--- src/rtl/counter_wrap_monitor.sv ---
// Wrap-event monitor for an upstream counter stage.
// Counts all-ones -> zero transitions of cnt_in into a saturating accumulator.
// Raises a level interrupt when a programmable threshold is reached.
// Keeps a sticky flag for rising edges of the upstream overflow output.
module counter_wrap_monitor #(
  parameter int unsigned CNT_W  = 4,
  parameter int unsigned WRAP_W = 8
) (
  input  logic              clk,
  input  logic              reset,
  input  logic [CNT_W-1:0]  cnt_in,
  input  logic              ovf_in,
  input  logic              arm,
  input  logic [WRAP_W-1:0] threshold,
  input  logic              irq_ack,
  output logic [WRAP_W-1:0] wrap_count,
  output logic              irq,
  output logic              saturated,
  output logic              ovf_seen,
  output logic [1:0]        state
);

  typedef enum logic [1:0] {
    StIdle     = 2'd0,
    StCounting = 2'd1,
    StPending  = 2'd2
  } state_e;

  state_e state_q, state_d;

  logic [CNT_W-1:0]  prev_cnt_q;
  logic              prev_valid_q;
  logic              prev_ovf_q;
  logic [WRAP_W-1:0] wrap_count_q, wrap_count_d;
  logic [WRAP_W-1:0] wrap_inc;
  logic              saturated_q, saturated_d;
  logic              ovf_seen_q, ovf_seen_d;
  logic              irq_q;
  logic              wrap_event;
  logic              ovf_rise;
  logic              thresh_hit;

  localparam logic [WRAP_W-1:0] WrapMax = {WRAP_W{1'b1}};
  localparam logic [WRAP_W-1:0] WrapOne = {{(WRAP_W-1){1'b0}}, 1'b1};

  // A wrap is a step from all-ones to zero between two valid samples.
  assign wrap_event = prev_valid_q && (prev_cnt_q == {CNT_W{1'b1}}) && (cnt_in == '0);
  assign ovf_rise   = ovf_in && !prev_ovf_q;
  // Saturating increment: holds at all-ones instead of rolling over.
  assign wrap_inc   = (wrap_count_q == WrapMax) ? wrap_count_q : wrap_count_q + WrapOne;
  // threshold of zero disables the interrupt entirely.
  assign thresh_hit = wrap_event && (threshold != '0) && (wrap_inc == threshold);

  // State register.
  always_ff @(posedge clk) begin
    if (reset) begin
      state_q <= StIdle;
    end else begin
      state_q <= state_d;
    end
  end

  // Next-state logic; de-arm wins over a threshold hit while counting.
  always_comb begin
    state_d = state_q;
    unique case (state_q)
      StIdle: begin
        if (arm) state_d = StCounting;
      end
      StCounting: begin
        if (!arm) begin
          state_d = StIdle;
        end else if (thresh_hit) begin
          state_d = StPending;
        end
      end
      StPending: begin
        if (irq_ack) state_d = arm ? StCounting : StIdle;
      end
      default: state_d = StIdle;
    endcase
  end

  // Accumulator and sticky-flag next values.
  always_comb begin
    wrap_count_d = wrap_count_q;
    saturated_d  = saturated_q;
    ovf_seen_d   = ovf_seen_q;
    unique case (state_q)
      StIdle: begin
        // Entering COUNTING starts a fresh measurement window.
        if (arm) begin
          wrap_count_d = '0;
          saturated_d  = 1'b0;
          ovf_seen_d   = 1'b0;
        end
      end
      StCounting: begin
        if (arm && wrap_event) begin
          wrap_count_d = wrap_inc;
          if (wrap_inc == WrapMax) saturated_d = 1'b1;
        end
      end
      StPending: begin
        if (irq_ack) begin
          // A wrap coinciding with the ack is the first event of the new window.
          wrap_count_d = wrap_event ? WrapOne : '0;
        end else if (wrap_event) begin
          wrap_count_d = wrap_inc;
          if (wrap_inc == WrapMax) saturated_d = 1'b1;
        end
      end
      default: ;
    endcase
    if ((state_q != StIdle) && ovf_rise) ovf_seen_d = 1'b1;
  end

  // Datapath registers; irq tracks the registered PENDING state.
  always_ff @(posedge clk) begin
    if (reset) begin
      wrap_count_q <= '0;
      saturated_q  <= 1'b0;
      ovf_seen_q   <= 1'b0;
      irq_q        <= 1'b0;
    end else begin
      wrap_count_q <= wrap_count_d;
      saturated_q  <= saturated_d;
      ovf_seen_q   <= ovf_seen_d;
      irq_q        <= (state_d == StPending);
    end
  end

  // Previous-sample history, updated every cycle regardless of state.
  always_ff @(posedge clk) begin
    if (reset) begin
      prev_cnt_q   <= '0;
      prev_valid_q <= 1'b0;
      prev_ovf_q   <= 1'b0;
    end else begin
      prev_cnt_q   <= cnt_in;
      prev_valid_q <= 1'b1;
      prev_ovf_q   <= ovf_in;
    end
  end

  // Output drive.
  always_comb begin
    wrap_count = wrap_count_q;
    irq        = irq_q;
    saturated  = saturated_q;
    ovf_seen   = ovf_seen_q;
    state      = state_q;
  end

endmodule

--- config.mk ---
export PLATFORM = sky130hd
export DESIGN_NAME = counter_wrap_monitor
export DESIGN_NICKNAME = d
export VERILOG_FILES = /design/src/rtl/counter_wrap_monitor.sv
export SDC_FILE = /design/constraint.sdc
export NUM_CORES = 1
export LEC_CHECK = 0
export CAP_MARGIN = 20
export CORE_ASPECT_RATIO = 0.9
export CORE_UTILIZATION = 52
export DETAILED_ROUTE_END_ITERATION = 6
export PLACE_DENSITY = 0.8
export SETUP_SLACK_MARGIN = 0.3
export SLEW_MARGIN = 5
export SYNTH_ARGS = -nofsm -noshare
export SYNTH_HDL_FRONTEND = slang
export SYNTH_SLANG_ARGS = --single-unit
--- constraint.sdc ---
create_clock -name clk -period 2.3 [get_ports clk]
set_input_delay 0.575 -clock clk [delete_from_list [all_inputs] [get_ports clk]]
set_output_delay 0.575 -clock clk [all_outputs]
set_load 0.02 [all_outputs]
==> Word-level counts from Yosys, hierarchy flattened <==
Cells that the tools add are included.
{ "op_classes": {"mux": 22, "n_eq_ne": 12, "addsub": 1, "n_reduce_logical": 18} }
{ "ops": {"columns": ["operator", "count"], "rows": [
  ["8-bit two-way mux", 5],
  ["8-bit case mux with 3 select lines", 1],
  ["8-bit == test, second input constant", 2],
  ["1-bit two-way mux", 10],
  ["8-bit by 1-bit adder with 8-bit output, second input constant", 1],
  ["8-bit == test", 1],
  ["2-bit two-way mux", 4],
  ["2-bit inequality test, second input constant", 4],
  ["8-bit nonzero test", 1],
  ["1-bit logical AND", 7],
  ["2-bit case mux with 3 select lines", 1],
  ["2-bit nonzero test", 3],
  ["5-bit AND reduction", 1],
  ["2-bit == test, second input constant", 2],
  ["4-bit == test, second input constant", 1],
  ["4-bit zero test", 1],
  ["4-bit AND reduction", 1],
  ["3-bit inequality test, second input constant", 1],
  ["1-bit case mux with 3 select lines", 1],
  ["3-bit nonzero test", 1],
  ["2-bit by 1-bit == test with 1-bit output, second input constant", 1],
  ["2-bit zero test", 1],
  ["2-bit AND reduction", 1],
  ["1-bit zero test", 1]
]} }
{ "word_totals": {"regBits": 19} }

==> Depth between registers and ports, before layout <==
Gate-level depths: netlist of run 1.
{ "depth": {"depth_word": 9, "depth_mapped": 9, "depth_no_buf": 8} }

==> Worst setup path after synthesis of run 1 <==
Ideal clock, no wire load.
{ "synth_timing": {"path_kind": "register to register", "startpoint": "reg wrap_count_q[1] (netlist: wrap_count[1])", "endpoint": "reg irq_q (netlist: irq)", "arrival_time_ps": 2175, "path_buffers": 1, "stages_incl_launch_ff": 9, "synth_period_minus_slack_ps": 2254, "path_slack_ps": 46, "cell_sequence": "dfxtp_1 > ha_1 > buf_4 > nand3_4 > or4_1 > o21ai_1 > nor4b_2 > nand4_1 > a211oi_2"} }
{ "synth_between": {"elab_chain_len": 8, "elab_cells_between_ends": 9} }
{ "synth_lines": {"columns": ["item", "line_no", "source"], "rows": [
  ["start, declared", "34", "logic [WRAP_W-1:0] wrap_count_q, wrap_count_d;"],
  ["start signal, assigned", "126", "wrap_count_q <= wrap_count_d;"],
  ["8-bit by 1-bit adder with 8-bit output / 8-bit == test (equally long branches)", "50", "assign wrap_inc = (wrap_count_q == WrapMax) ? wrap_count_q : wrap_count_q + WrapOne;"],
  ["8-bit two-way mux *", "50", null],
  ["8-bit == test *", "52", "assign thresh_hit = wrap_event && (threshold != '0) && (wrap_inc == threshold);"],
  ["1-bit logical AND *", "52", null],
  ["2-bit two-way mux *", "73", "end else if (thresh_hit) begin"],
  ["2-bit two-way mux *", "71", "if (!arm) begin"],
  ["2-bit case mux with 3 select lines *", "66", "unique case (state_q)"],
  ["2-bit == test *", "129", "irq_q <= (state_d == StPending);"],
  ["end signal, assigned", "129", null],
  ["end, declared", "38", "logic irq_q;"]
]} }
Mark *: on every way between the ends. The rest lies on a longest branch, timed or not.
A chain may end at the register's enable or synchronous reset.

==> Worst setup path after layout of run 1 <==
{ "layout_timing": {"startpoint": "reg wrap_count_q[0] (netlist: wrap_count[0])", "endpoint": "reg irq_q (netlist: irq)"} }
The elaborated chain is that of the path after synthesis.

==> impl_metrics.tcl, run 1 <==
set metrics [dict create \
    clock_latency_ns 0.31 \
    synth_ff_type "dfxtp_1" \
    vdd_drop_max_mv 0.263 \
    cts_tree "yes" \
    top_usage_layer "met2" \
    postSynthCellCount 207 \
    io_pins 30 \
    finalHoldViolCount 0 \
    outcome "finished, final reports clean" \
    die_w_um 60.0 \
    wl_per_cell_um 17.4 \
    yosys_warnings 0 \
    dp_hpwl_um 3570 \
    portBuffers 29 \
    dp.cells 290 \
    drc 0 \
    root_buffer "clkbuf_4" \
    vias_per_cell 6.35 \
    drtIter0Drc 208 \
    cap_violations 0 \
    rows 18 \
    antenna_found_initial 0 \
    setup_viol 0 \
    synth.avg_cell_area_um2 7.62 \
    cp_max_fo 5 \
    holdWs_ns 0.502 \
    period_share 0.877 \
    holdPathStages 2 \
    min_to "saturated$_SDFFE_PP0P_" \
    power_leakage_nw 0.892 \
    h-tree-depth 1 \
    rsz0062_at_grt "yes" \
    first_pass_iters 5 \
    fmax_ghz 0.496 \
    grt_pass1_wl_um 7620 \
    clock-sinks 19 \
    met2_usage 0.509 \
    layout-drive-gt1-share 0.332 \
    syn_area_um2 1580 \
    cts_hold_buf 0 \
    clock_path_buffers 2 \
    core_um2 2820 \
    postRouteAntennaNets 0 \
    wirelength_um 5310 \
    ys_seq_elements 19 \
    numCtsBuffers 3 \
    startpoint_type "register" \
    finalCriticalPeriod_ns 2.02 \
    stdcell_count 305 \
    syn2layout_area_growth_pct 48.1 \
    layout.nets 288 \
    max_slew_margin 0.781 \
    diodes 0 \
    synth_edf_count 0 \
    crit_required_ns 2.54 \
    gp_congestion 0.910 \
    design_area_um2 2330 \
    cp.arrival_ns 2.26 \
    dieArea_um2 3260 \
    hold_class "reg2reg" \
    rrSetupSlack_ns 0.28 \
    clk_pin_slew_ns 0.12 \
    critPathKind "reg2reg" \
    p_total_uw 711 \
    power_density_nw_per_um2 304 \
    dieHeight_um 54.2 \
    crit_path_end_kind "register" \
    hold_path_startpoint "saturated$_SDFFE_PP0P_" \
    grt_use_met1 0.433 \
    synthArstFlopShare 0 \
    slew_violations 0 \
    use_met3 0.0520 \
    vias 1937 \
    overflow 0 \
    yosys.cell_types.count 60 \
    r2r_start "wrap_count[0]$_SDFFE_PP0P_" \
    grt.total_usage 0.312 \
    grt_pass1_vias 1663 \
    synth_fp_nets 229 \
    r2r-end "irq$_SDFF_PP0_" \
    grt_start_max_net_pins 18 \
    start_util 0.560 \
    ys_seq_area_frac 0.241 \
    placed_area_um2 2070 \
    worst_pin_slew_ns 0.328 \
    clock_skew_ns 0.00258 \
    r2r_cells 7 \
]
## critical path, cell delays in order, from the launching register on
cell,delay (ns)
dfxtp_4,0.39
ha_4,0.18
nand3_4,0.11
or4_4,0.49
o21ai_2,0.16
nor4b_2,0.21
nand4_1,0.17
a211oi_2,0.24
## through the flow
stage               setup TNS (ns)  setup WS (ns)  utilization
floorplan                        0          0.239            -
global placement             -1.55         -0.253        0.736
detailed placement           -2.34         -0.320        0.736
CTS                              0          0.204        0.759
global route                     0          0.261        0.829
finish                           0          0.282        0.829
## cells in the mapped netlist (2+ instances only)
cell type | count | area (um^2)
clkbuf_1 | 3 | 11.3
xnor2_1 | 2 | 17.5
buf_2 | 6 | 30.0
o21ai_0 | 7 | 35.0
nor2_1 | 13 | 48.8
nor2b_1 | 9 | 56.3
nand2_1 | 16 | 60.1
nor4_1 | 3 | 18.8
nor3b_1 | 2 | 15.0
a22o_1 | 3 | 26.3
or3_1 | 2 | 12.5
inv_1 | 9 | 33.8
a21oi_1 | 21 | 105
a211oi_1 | 2 | 15.0
and4_1 | 3 | 26.3
o31ai_1 | 2 | 15.0
nor4_2 | 2 | 25.0
ha_1 | 5 | 62.6
and2_1 | 3 | 18.8
dfxtp_1 | 19 | 380
and3_1 | 2 | 12.5
or4_1 | 2 | 15.0
nand3_1 | 11 | 55.1
or2_2 | 2 | 12.5
buf_4 | 4 | 30.0
nand4_1 | 5 | 31.3
nand2b_1 | 4 | 25.0
a31oi_1 | 5 | 31.3
a221o_1 | 2 | 20.0
nor3_1 | 8 | 40.0
## layer usage
| layer | wire [um] | share of wire |
|---|---|---|
| met2 | 2650 | 0.50 |
| met4 | 34 | 0.0064 |
| met3 | 453 | 0.085 |
| met1 | 2170 | 0.41 |
| met5 | 0 | 0 |
## area by class of cell
type,count,area (um^2)
Clock buffer,3,22.5
Clock inverter,1,6.26
Fill cell,173,480
Inverter,9,33.8
Multi-Input combinational cell,167,1240
Sequential cell,19,408
Tap cell,40,50.0
Timing Repair Buffer,66,574
## worst max-delay path by stage
stage | from | end | slack, ns | depth (start not counted)
2_1_floorplan | threshold[3] | state[0]$_SDFF_PP0_ | 0.24 | 6
3_3_place_gp | threshold[3] | state[0]$_SDFF_PP0_ | -0.25 | 7
3_5_place_dp | cnt_in[1] | irq$_SDFF_PP0_ | -0.32 | 7
4_1_cts | threshold[7] | state[0]$_SDFF_PP0_ | 0.20 | 7
5_1_grt | threshold[4] | state[0]$_SDFF_PP0_ | 0.26 | 7
6_report | wrap_count[0]$_SDFFE_PP0P_ | irq$_SDFF_PP0_ | 0.28 | 7
## report_power, final
group	switching, mW	total [mW]	internal (mW)
Combinational	0.0941	0.188	0.0939
Sequential	0.00482	0.337	0.332
Clock	0.118	0.186	0.0674
## registers in the layout, indices dropped and copies added, names as in the netlist
register / flops
state: 2
saturated: 1
irq: 1
wrap_count: 8
ovf_seen: 1
prev_ovf_q: 1
prev_cnt_q: 4
prev_valid_q: 1
## layout by cell type, fill, tap and decap left out, types with 2 or more instances in the layout
cell	netlist	routed
a221o_1	2	2
nor2b_1	9	8
nor2_1	13	13
clkdlybuf4s50_1	0	12
dfxtp_4	0	6
inv_1	9	7
a21oi_1	21	20
a211oi_1	2	2
or3_1	2	2
dlymetal6s2s_1	0	3
dlygate4sd2_1	0	7
xnor2_1	2	2
buf_6	0	5
a22o_1	3	3
inv_2	0	2
nand2b_1	4	4
nand3_1	11	10
nor4_1	3	2
and2_1	3	2
buf_4	4	33
or2_2	2	2
nor3b_1	2	2
nor4_4	1	4
ha_4	0	4
dfxtp_2	0	4
nand2_1	16	16
nand4_1	5	5
clkbuf_2	0	2
a31oi_1	5	5
nand3_2	0	2
dfxtp_1	19	9
nor3_1	8	8
or4_4	1	2
clkbuf_4	0	3
o21ai_0	7	6
## repair_timing
item / CTS / global route
setup buffers: 3 / 7
pin swaps: 10 / 15
resized for setup: 38 / 40
gates cloned: 0 / 1
endpoints found under the setup margin: 19 / 13
## cells by family after synthesis
logic type / count (synthesis) / share of synthesized area
DFF: 19 / 0.241
xor gates and xnor gates: 3 / 0.0167
buffers and inverters: 22 / 0.0667
adders and majority gates: 5 / 0.0397
and+or+nand+nor: 98 / 0.378
AOI/OAI and AO/OA: 59 / 0.252
muxes: 1 / 0.00635
No activity file was read; power rests on OpenSTA's default activity.
==> run 2, diff against run 1 <==
CORE_ASPECT_RATIO = 0.7   (was 0.9)
==> run 2 against run 1 <==
Fmax shrank 1.5%. Wire length grew 14%. Critical path depth shrank 1. Clock skew shrank 0.0013 ns. First-iteration DRC count shrank 8.7%. Worst setup slack lost 0.032 ns. Global-route usage grew 4.7 points. Critical path type is now in2reg. Largest cell class unchanged.
==> impl_metrics.tcl, run 2 (synthesis results as in run 1) <==
set metrics [dict create \
    outcome "finished, final reports clean" \
    path_cells "clkdlybuf4s50_1 -> nor4_4 -> o31ai_1 -> or3b_1 -> and4b_1 -> a2111oi_2" \
    power_leakage_nw 0.922 \
    setup_viol 0 \
    critical-path-max-stage-delay_ns 0.55 \
    layout.nets 289 \
    power_density_nw_per_um2 330 \
    max_slew_margin 0.745 \
    numCtsBuffers 3 \
    antenna_found_initial 0 \
    drtIter0Drc 190 \
    root_buffer "clkbuf_8" \
    grt.total_usage 0.359 \
    vias_per_cell 6.82 \
    clock_path_buffers 2 \
    critPathSlowestCell "clkdlybuf4s50_1" \
    cap_violations 0 \
    gp_congestion 0.895 \
    critPathBufInv 1 \
    vdd_drop_max_mv 0.401 \
    startpoint_type "input pin" \
    grt_start_max_net_pins 18 \
    clock_latency_ns 0.26 \
    mostFrequentLayoutCell "buf_4" \
    finalCriticalPeriod_ns 2.05 \
    fmax_ghz 0.488 \
    io_pins 30 \
    stdcell_count 302 \
    cts_tree "yes" \
    hold_class "reg2reg" \
    grt_use_met1 0.501 \
    clk_pin_slew_ns 0.08 \
    wl_per_cell_um 20.0 \
    diodes 0 \
    clkPwrFrac 0.319 \
    period_share 0.891 \
    p_int_uw 554 \
    multiInputGateArea_um2 1260 \
    fill_cells 160 \
    dieHeight_um 48.1 \
    layout-drive-gt1-share 0.368 \
    use_met3 0.0810 \
    cp.arrival_ns 2.20 \
    overflow 0 \
    wirelength_um 6040 \
    die_w_um 67.8 \
    p_total_uw 791 \
    first_pass_iters 7 \
    p_switching_uw 238 \
    setup_tns_ns 0 \
    top_usage_layer "met2" \
    dp.cells 285 \
    drc 0 \
    rsz0062_at_grt "yes" \
    finalHoldViolCount 0 \
    core_um2 2840 \
    postRouteAntennaNets 0 \
    rrSetupSlack_ns 0.29 \
    pwr-share-comb 0.256 \
    rows 16 \
    slew_violations 0 \
    crit_required_ns 2.45 \
    worst_pin_slew_ns 0.382 \
    start_util 0.555 \
    dieArea_um2 3260 \
    power_frac_seq 0.425 \
    holdWs_ns 0.529 \
    vias 2059 \
    critPathKind "in2reg" \
    portBuffers 29 \
    largest_reg_flops 8 \
    cp_top_family "simple AND/OR/NAND/NOR gates" \
    grt_pass1_vias 1730 \
    crit_path_end_kind "register" \
    grt_pass1_wl_um 8380 \
    dp_hpwl_um 3840 \
    mostFrequentLayoutCells "buf_4 (32), a21oi_1 (18), nand2_1 (15), clkdlybuf4s50_1 (15), nor2_1 (11)" \
    met2_usage 0.556 \
    clock-sinks 19 \
    syn2layout_area_growth_pct 52.2 \
    cp_max_fo 2 \
    p_sw_frac 0.300 \
    register_area_um2 408 \
    clock_skew_ns 0.00128 \
    h-tree-depth 1 \
]
-- run 2: cell types whose count changed in the layout (fill, tap and decap cells not counted), moves of 2 or more --
cell,before,now
clkdlybuf4s50_1,12,15
a21oi_1,20,18
buf_6,5,9
nor2_2,0,2
clkbuf_4,3,0
nor2_1,13,11
a21oi_2,1,3
dlygate4sd2_1,7,3
clkbuf_8,0,3
-- run 2: final timing paths --
kind	start	end	cells after the start
setup / recovery	threshold[1]	state[0]$_SDFF_PP0_	6
hold / removal	saturated$_SDFFE_PP0P_	saturated$_SDFFE_PP0P_	2
setup reg to reg	wrap_count[1]$_SDFFE_PP0P_	state[0]$_SDFF_PP0_	8
hold reg to reg	saturated$_SDFFE_PP0P_	saturated$_SDFFE_PP0P_	2
-- run 2: timing repair --
item | CTS | global route
buffers inserted | 6 | 6
gates resized for setup | 47 | 49
setup endpoints to repair | 14 | 17
pin swaps | 12 | 18
gates cloned | 1 | 0
hold buffers | 0 | 0
-- run 2: per-stage QoR --
stage / cell area [um^2] / worst slack (ns) / util
6_report: 2400 / 0.250 / 0.844
2_1_floorplan: 1600 / 0.239 / -
3_5_place_dp: 2060 / -0.362 / 0.724
5_1_grt: 2400 / 0.214 / 0.844
4_1_cts: 2200 / 0.130 / 0.775
3_3_place_gp: 2060 / -0.247 / 0.724
-- run 2: layout make-up --
| class | count | area share |
|---|---|---|
| tap | 36 | 0.0188 |
| clock buffer | 3 | 0.0172 |
| timing repair buffer | 68 | 0.250 |
| inverter | 9 | 0.0141 |
| sequential | 19 | 0.170 |
| clock inverter | 1 | 0.00261 |
| multi-input combinational | 166 | 0.527 |
-- run 2: power by group through the flow --
stage	Combinational (mW)	Clock, mW	Sequential, mW
finish	0.202	0.253	0.336
global route	0.214	0.268	0.337
CTS	0.173	0.253	0.338
detailed placement	0.166	0	0.347
global placement	0.161	0	0.347
floorplan	0.0797	0	0.350
-- run 2: worst register-to-register path, cell delays in order (launching register included) --
cell	delay, ns
dfxtp_4	0.37
buf_4	0.17
and4_4	0.27
o21ai_1	0.08
buf_4	0.15
mux2i_2	0.15
or3b_1	0.35
and4b_1	0.28
a2111oi_2	0.07
-- run 2: routing by layer --
| metal | wire (um) | vias up |
|---|---|---|
| met5 | 0 | - |
| met4 | 263 | 0 |
| met3 | 676 | 42 |
| met2 | 2670 | 159 |
| met1 | 2430 | 963 |
| li1 | - | 895 |
==> run 3, diff against run 2 <==
SLEW_MARGIN = 10   (was 5)
==> results of run 3 <==
Final layout, timing and power as in run 2 (identical DEF).
